[src/rtl/risc_arb_pkg.sv]
// risc_arb_pkg: shared state encoding and port IDs for the instruction/data memory arbiter.
package risc_arb_pkg;
  typedef enum logic [1:0] {IDLE = 2'd0, ACCESS = 2'd1, WAIT = 2'd2} state_t;
  localparam logic PORT_IF = 1'b0;
  localparam logic PORT_D  = 1'b1;
endpackage

[src/rtl/risc_arb_pick.sv]
// risc_arb_pick: combinational winner selection between fetch and data requests.
module risc_arb_pick import risc_arb_pkg::*; #(
  parameter bit RR = 1'b0
) (
  input  logic i_if_req,
  input  logic i_d_req,
  input  logic i_last,
  output logic o_win
);
  // On a tie the data port wins unless rotation says fetch is due.
  assign o_win = i_d_req && (!i_if_req || !RR || i_last == PORT_IF);
endmodule

[src/rtl/risc_mem_arb.sv]
// risc_mem_arb: arbitrates fetch and data ports onto one single-port memory.
// Define RISC_ARB_ROUND_ROBIN_EN for last-grant rotation on ties; default is fixed data priority.
module risc_mem_arb import risc_arb_pkg::*; #(
  parameter int ADDR_W  = 16,
  parameter int DATA_W  = 16,
  parameter int MEM_LAT = 1
) (
  input  logic              i_clk,
  input  logic              i_rst_n,
  input  logic              i_if_req,
  input  logic [ADDR_W-1:0] i_if_addr,
  output logic              o_if_gnt,
  output logic              o_if_rvalid,
  output logic [DATA_W-1:0] o_if_rdata,
  input  logic              i_d_req,
  input  logic              i_d_we,
  input  logic [ADDR_W-1:0] i_d_addr,
  input  logic [DATA_W-1:0] i_d_wdata,
  output logic              o_d_gnt,
  output logic              o_d_rvalid,
  output logic [DATA_W-1:0] o_d_rdata,
  output logic              o_mem_en,
  output logic              o_mem_we,
  output logic [ADDR_W-1:0] o_mem_addr,
  output logic [DATA_W-1:0] o_mem_wdata,
  input  logic [DATA_W-1:0] i_mem_rdata,
  output logic              o_busy
);
  state_t              state_q, state_d;
  logic                win_q, win_d, we_q, we_d, busy_q, busy_d;
  logic                if_rv_q, if_rv_d, d_rv_q, d_rv_d;
  logic [2:0]          cnt_q, cnt_d;
  logic [ADDR_W-1:0]   addr_q, addr_d;
  logic [DATA_W-1:0]   wdata_q, wdata_d, if_rdata_q, if_rdata_d, d_rdata_q, d_rdata_d;
  logic                start, pick_w, last;

  assign start = state_q == IDLE && (i_if_req || i_d_req);

`ifdef RISC_ARB_ROUND_ROBIN_EN
  localparam bit RR = 1'b1;
  logic last_q, last_d;
  assign last_d = start ? pick_w : last_q;
  assign last   = last_q;
  always_ff @(posedge i_clk or negedge i_rst_n)
    if (!i_rst_n) last_q <= PORT_D;
    else last_q <= last_d;
`else
  localparam bit RR = 1'b0;
  assign last = PORT_D;
`endif

  risc_arb_pick #(.RR(RR)) u_pick (
    .i_if_req (i_if_req),
    .i_d_req  (i_d_req),
    .i_last   (last),
    .o_win    (pick_w)
  );

  always_comb begin
    state_d    = state_q;
    win_d      = win_q;
    cnt_d      = cnt_q;
    we_d       = we_q;
    addr_d     = addr_q;
    wdata_d    = wdata_q;
    if_rv_d    = 1'b0;
    d_rv_d     = 1'b0;
    if_rdata_d = if_rdata_q;
    d_rdata_d  = d_rdata_q;
    if (start) begin
      state_d = ACCESS;
      win_d   = pick_w;
      we_d    = pick_w && i_d_we;
      addr_d  = pick_w ? i_d_addr : i_if_addr;
      wdata_d = pick_w ? i_d_wdata : wdata_q;
    end
    if (state_q == ACCESS) begin
      state_d = we_q ? IDLE : WAIT;
      cnt_d   = 3'(MEM_LAT);
    end
    if (state_q == WAIT) begin
      cnt_d = cnt_q - 3'd1;
      if (cnt_q == 3'd1) begin
        state_d    = IDLE;
        if_rv_d    = win_q == PORT_IF;
        d_rv_d     = win_q == PORT_D;
        if_rdata_d = win_q == PORT_IF ? i_mem_rdata : if_rdata_q;
        d_rdata_d  = win_q == PORT_D ? i_mem_rdata : d_rdata_q;
      end
    end
    busy_d = state_d != IDLE;
  end

  always_ff @(posedge i_clk or negedge i_rst_n)
    if (!i_rst_n) begin
      state_q    <= IDLE;
      win_q      <= PORT_IF;
      cnt_q      <= '0;
      we_q       <= 1'b0;
      addr_q     <= '0;
      wdata_q    <= '0;
      if_rv_q    <= 1'b0;
      d_rv_q     <= 1'b0;
      if_rdata_q <= '0;
      d_rdata_q  <= '0;
      busy_q     <= 1'b0;
    end else begin
      state_q    <= state_d;
      win_q      <= win_d;
      cnt_q      <= cnt_d;
      we_q       <= we_d;
      addr_q     <= addr_d;
      wdata_q    <= wdata_d;
      if_rv_q    <= if_rv_d;
      d_rv_q     <= d_rv_d;
      if_rdata_q <= if_rdata_d;
      d_rdata_q  <= d_rdata_d;
      busy_q     <= busy_d;
    end

  assign o_if_gnt    = state_q == ACCESS && win_q == PORT_IF;
  assign o_d_gnt     = state_q == ACCESS && win_q == PORT_D;
  assign o_mem_en    = state_q == ACCESS;
  assign o_mem_we    = we_q;
  assign o_mem_addr  = addr_q;
  assign o_mem_wdata = wdata_q;
  assign o_if_rvalid = if_rv_q;
  assign o_d_rvalid  = d_rv_q;
  assign o_if_rdata  = if_rdata_q;
  assign o_d_rdata   = d_rdata_q;
  assign o_busy      = busy_q;
endmodule

[config.mk]
export PLATFORM = sky130hd
export DESIGN_NAME = risc_mem_arb
export DESIGN_NICKNAME = d
export VERILOG_FILES = /design/src/rtl/risc_arb_pkg.sv /design/src/rtl/risc_arb_pick.sv /design/src/rtl/risc_mem_arb.sv
export SDC_FILE = /design/constraint.sdc
export NUM_CORES = 1
export LEC_CHECK = 0
export CORE_MARGIN = 2
export CORE_UTILIZATION = 35
export DETAILED_ROUTE_END_ITERATION = 10
export PLACE_DENSITY = 0.75
export SLEW_MARGIN = 20
export SYNTH_ARGS = -nofsm -noshare
export SYNTH_HDL_FRONTEND = slang
export SYNTH_SLANG_ARGS = --single-unit
[constraint.sdc]
create_clock -name i_clk -period 3.3 [get_ports i_clk]
set_input_delay 0.33 -clock i_clk [delete_from_list [all_inputs] [get_ports i_clk]]
set_output_delay 0.33 -clock i_clk [all_outputs]
set_load 0.02 [all_outputs]
### Word-level counts from Yosys, hierarchy flattened

Index checks and enable logic that the tools add are counted.

| storage, ports and cells | value |
|---|---|
| bits in registers | 74 |
| input bits | 69 |
| output and inout bits | 71 |
| logic and storage cells | 39 |

| cells by class | value |
|---|---|
| $add $sub $neg | 1 |
| eq/ne operators | 3 |
| muxes and demuxes | 12 |
| bitwise gates (word level) | 1 |
| reduce and logical (&&, ||, !) cells | 11 |

Operator list:

| cell | number |
|---|---|
| $mux 16 | 1 |
| $mux 2 | 5 |
| $mux 3 | 2 |
| $reduce_and 3->1 | 2 |
| $logic_and 1x1->1 | 4 |
| $mux 1 | 4 |
| $reduce_bool 2->1 | 2 |
| $eq 3x1->1 const B | 1 |
| $sub 3x1->3 const B | 1 |
| $eq 2x1->1 const B | 1 |
| $eq 2x2->1 const B | 1 |
| $logic_not 2->1 | 1 |
| $reduce_and 2->1 | 1 |
| $logic_or 1x1->1 | 1 |
| $not 1->1 | 1 |

### Logic depth before layout (Yosys ltp)

| depth | value |
|---|---|
| depth in word-level cells | 7 |
| gate-level depth with buffers | 8 |
| mapped depth without buffers | 5 |

### Modules after synthesis

A second synthesis with hierarchy kept.

| unflattened totals | value |
|---|---|
| cell total of the unflattened synthesis | 221 |
| area, all modules | 3070.4 µm² |

By module, submodules not included:

| module | instances | cells an instance | area each (µm²) | sequential area each (µm²) |
|---|---|---|---|---|
| risc_mem_arb | 1 | 220 | 3062.9 | 1851.8 |
| risc_arb_pick | 1 | 1 | 7.5 | 0.0 |

### Worst setup path before layout

OpenSTA, ideal clock, no wires.

| timing | value |
|---|---|
| kind | register to register |
| start point | reg state_q[0] |
| end point | reg if_rdata_q[0] (netlist: o_if_rdata[0]) |
| library setup time | 0.125 ns |
| arrival time | 1.621 ns |
| required time | 3.175 ns |
| slack | 1.554 ns |
| stages on the path, launching flop included | 9 |
| buffers on the path | 3 |
| period minus slack after synthesis | 1.746 ns |
| cells stage by stage | dfrtp_1 inv_1 ha_1 and3b_1 buf_6 nor2b_4 buf_6 buf_12 mux2_4 |

| on the way | value |
|---|---|
| cells in the longest elaborated chain, start to end | 2 |

Ends and longest elaborated chain:

| item | line | RTL |
|---|---|---|
| from (decl) | risc_mem_arb.sv:29 | `state_t state_q, state_d;` |
| from (signal assigned) | risc_mem_arb.sv:108 | `state_q <= state_d;` |
| $eq 2x2->1 | risc_mem_arb.sv:81 | `if (state_q == WAIT) begin` |
| $reduce_and 3->1 (no source line) | -- |  |
| to (signal assigned) | risc_mem_arb.sv:116 | `if_rdata_q <= if_rdata_d;` |
| to (decl) | risc_mem_arb.sv:34 | `logic [DATA_W-1:0] wdata_q, wdata_d, if_rdata_q, if_rdata_d, d_rdata_q, d_rdata_d;` |

Every way passes these cells.
A chain may end at the register's enable or synchronous reset.

### Worst setup path after layout

| timing | value |
|---|---|
| start point | reg state_q[1] |
| end point | out o_if_gnt |

| on the way | value |
|---|---|
| cells in the longest elaborated chain, start to end | 2 |

Ends and longest elaborated chain:

| item | line | RTL |
|---|---|---|
| $eq 2x1->1 | risc_mem_arb.sv:121 | `assign o_if_gnt = state_q == ACCESS && win_q == PORT_IF;` |
| $logic_and 1x1->1 | risc_mem_arb.sv:121 |  |
| to (decl) | risc_mem_arb.sv:12 | `output logic o_if_gnt,` |

Every way passes these cells.

==> impl_metrics.py <==
metrics = {
    "run_status": {
        "outcome": "finished clean",
    },
    "global_routing": {
        "grt_pass1_wl_mm": 11.0,
        "grt_pass1_vias": 2263,
        "grt-ovfl-total": 0,
        "grt_usage_pct": 14.6,
        "antenna_found_initial": 0,
        "grt_max_degree": 75,
    },
    "clock_network": {
        "cts_hold_buf": 0,
        "cts.path.max_buffers": 2,
        "insertion_delay_ps": 340,
        "cts_buffers": 9,
        "cts_max_level": 3,
        "post_cts_resized": 0,
        "root_buffer": "clkbuf_8",
        "path_clk_slew_ps": 80,
        "cts_tree": "done",
        "cts_sinks": 74,
        "postCtsSetupRepairBufs": 0,
    },
    "setup_path": {
        "arrival_ps": 1920,
        "crit_top_cell": "inv_1",
        "worstSetupPathType": "reg -> out",
        "worstPathMaxFanout": 5,
        "cpLargestDelayFamily": "buffers and inverters",
        "startpoint_type": "flop",
        "end_kind": "output port",
        "required_ps": 2970,
        "critPathBufInv": 3,
        "slowest_delay_ps": 640,
        "path_cells": "inv_1 > ha_1 > inv_1 > nor2_1 > clkdlybuf4s50_1",
        "crit_slowest_cell": "clkdlybuf4s50_1",
    },
    "floorplan": {
        "die_area_mm2": 0.00948,
        "initial_core_util_pct": 35.5,
        "std_cell_rows": 34,
        "die_h_um": 97.4,
        "boundaryPins": 140,
        "dieWidth_um": 97.4,
        "fp.coreArea_mm2": 0.00859,
    },
    "cells_and_area": {
        "final_cells": 471,
        "stdcell_area_mm2": 0.00470,
        "layout-drive-gt1-share_pct": 18.7,
        "antenna_cells": 0,
        "fin_nets": 433,
        "syn_to_final_growth_pct": 53.9,
    },
    "sta": {
        "max_freq_mhz": 445,
        "tightestPinTransition_ps": 921,
        "setup_violations": 0,
        "relSlewSlack_pct": 38.6,
        "rsz0062_at_grt": "false",
        "timing.final.crit_share_pct": 68.1,
        "finalSetupTns_ps": 0,
        "fin_crit_ps": 2250,
        "finalHoldViolations": 0,
        "slew_viol_final": 0,
        "fin_skew_ps": 10.4,
    },
    "place": {
        "place_congestion": 0.777,
        "dp_cells": 456,
        "placed_cell_area_mm2": 0.00451,
        "hpwl_mm": 4.82,
        "io_buffers": 139,
    },
    "synthesis": {
        "synthTopCellsByCount": "74 x dfrtp_1, 39 x mux2_2, 20 x nand2_1",
        "synth_most_common_cell": "dfrtp_1",
        "synth_top_area_share_pct": 60.7,
        "yosys-top-cells-area": "dfrtp_1 61%, mux2_2 14%, mux2i_1 5.2%",
        "syn-cell-area_mm2": 0.00305,
        "synth_nets": 291,
        "synth_area_leader_cell": "dfrtp_1",
        "synthCells": 217,
        "ys_seq_area_share_pct": 60.7,
        "synthFlopType": "dfrtp_1",
        "async_flop_share_pct": 100,
        "ys_seq_elements": 74,
        "synthDistinctLibCells": 27,
        "synth_edf_count": 0,
        "avgSynthCellArea_um2": 14.1,
        "yosys_warnings": 0,
    },
    "pwr": {
        "irDropWorstVdd_mv": 0.222,
        "p_leak_uw": 0.00212,
        "power_density_mw_per_mm2": 373,
    },
    "route": {
        "initialDrtViolationCount": 19,
        "viasPerCell": 4.62,
        "firstDrtPassIters": 3,
        "vias": 2178,
        "drc": 0,
        "ant_nets": 0,
        "drt-total-wl_mm": 6.57,
        "drt-wirelength-per-cell_um": 13.9,
    },
    "run": {
        "cap_violations": 0,
    },
    "hold_path": {
        "min-delay-path-class": "in -> async",
    },
}
flip-flops by register name (all words and copies together) (netlist names):
name	flops
o_mem_addr	16
o_if_rvalid	1
o_busy	1
state_q	2
o_mem_wdata	16
win_q	1
o_d_rvalid	1
cnt_q	3
o_mem_we	1
o_if_rdata	16
o_d_rdata	16
cell usage in the layout, fill, tap and decap left out, types with 2 or more instances in the layout:
| cell type | count |
|---|---|
| nand3b_1 | 2 |
| nand2b_1 | 2 |
| clkdlybuf4s50_1 | 138 |
| nand2_1 | 20 |
| clkbuf_8 | 9 |
| mux2i_1 | 16 |
| buf_4 | 3 |
| mux2_4 | 9 |
| nand3_1 | 2 |
| inv_1 | 7 |
| a21oi_1 | 2 |
| ha_1 | 5 |
| o21ai_0 | 19 |
| mux2_2 | 39 |
| dfrtp_1 | 74 |
| clkinv_2 | 2 |
layer usage:
metal  up-vias  wire, um  GRT usage, %
li1       1033         -             -
met5         -         0             0
met1      1046      2850          18.0
met3         8       547          5.40
met4         0        82          5.45
met2        91      3080          23.3
path summary, 6_finish.rpt:
kind	to	start	depth (start not counted)	slack, ps
worst max-delay path	o_if_gnt	state_q[1]	5	1050
worst min-delay path	o_d_rdata[4]	i_rst_n	1	120
worst max register to register	o_if_rdata[9]	state_q[0]	5	1170
worst min register to register	o_mem_addr[0]	o_mem_addr[0]	2	480
max in group asynchronous	o_mem_addr[12]	i_rst_n	1	2570
min in group i_clk	o_mem_addr[0]	o_mem_addr[0]	2	480
report_power, final:
group / switching [uW] / internal [uW]
clock network: 327 / 344
registers: 4.86 / 916
logic: 57.7 / 103
total: 390 / 1360
cell families after synthesis:
| family | Yosys count | synth area share (%) |
|---|---|---|
| DFF | 74 | 60.7 |
| muxes | 64 | 24.1 |
| and+or+nand+nor | 31 | 4.96 |
| AOI/OAI and AO/OA | 26 | 4.80 |
| buffers and inverters | 17 | 3.44 |
| adders and majority gates | 5 | 2.05 |
cell type report:
class / instances / area, um^2
fill: 743 / 3900
sequential: 74 / 1850
timing repair buffer: 141 / 1400
multi-input combinational: 126 / 1090
tap: 108 / 135
clock buffer: 10 / 128
clock inverter: 5 / 56.3
inverter: 7 / 26.3
per-stage QoR:
stage               worst slack [ps]  total power, uW  hold WS (ps)  util [%]
floorplan                       1550              977          34.4         -
global placement                1280             1100           462      52.5
detailed placement              1170             1100           470      52.5
CTS                             1040             1790           166      54.6
global route                     910             1830           206      54.6
finish                          1050             1750           123      54.6
No activity file was read; power rests on OpenSTA's default activity.
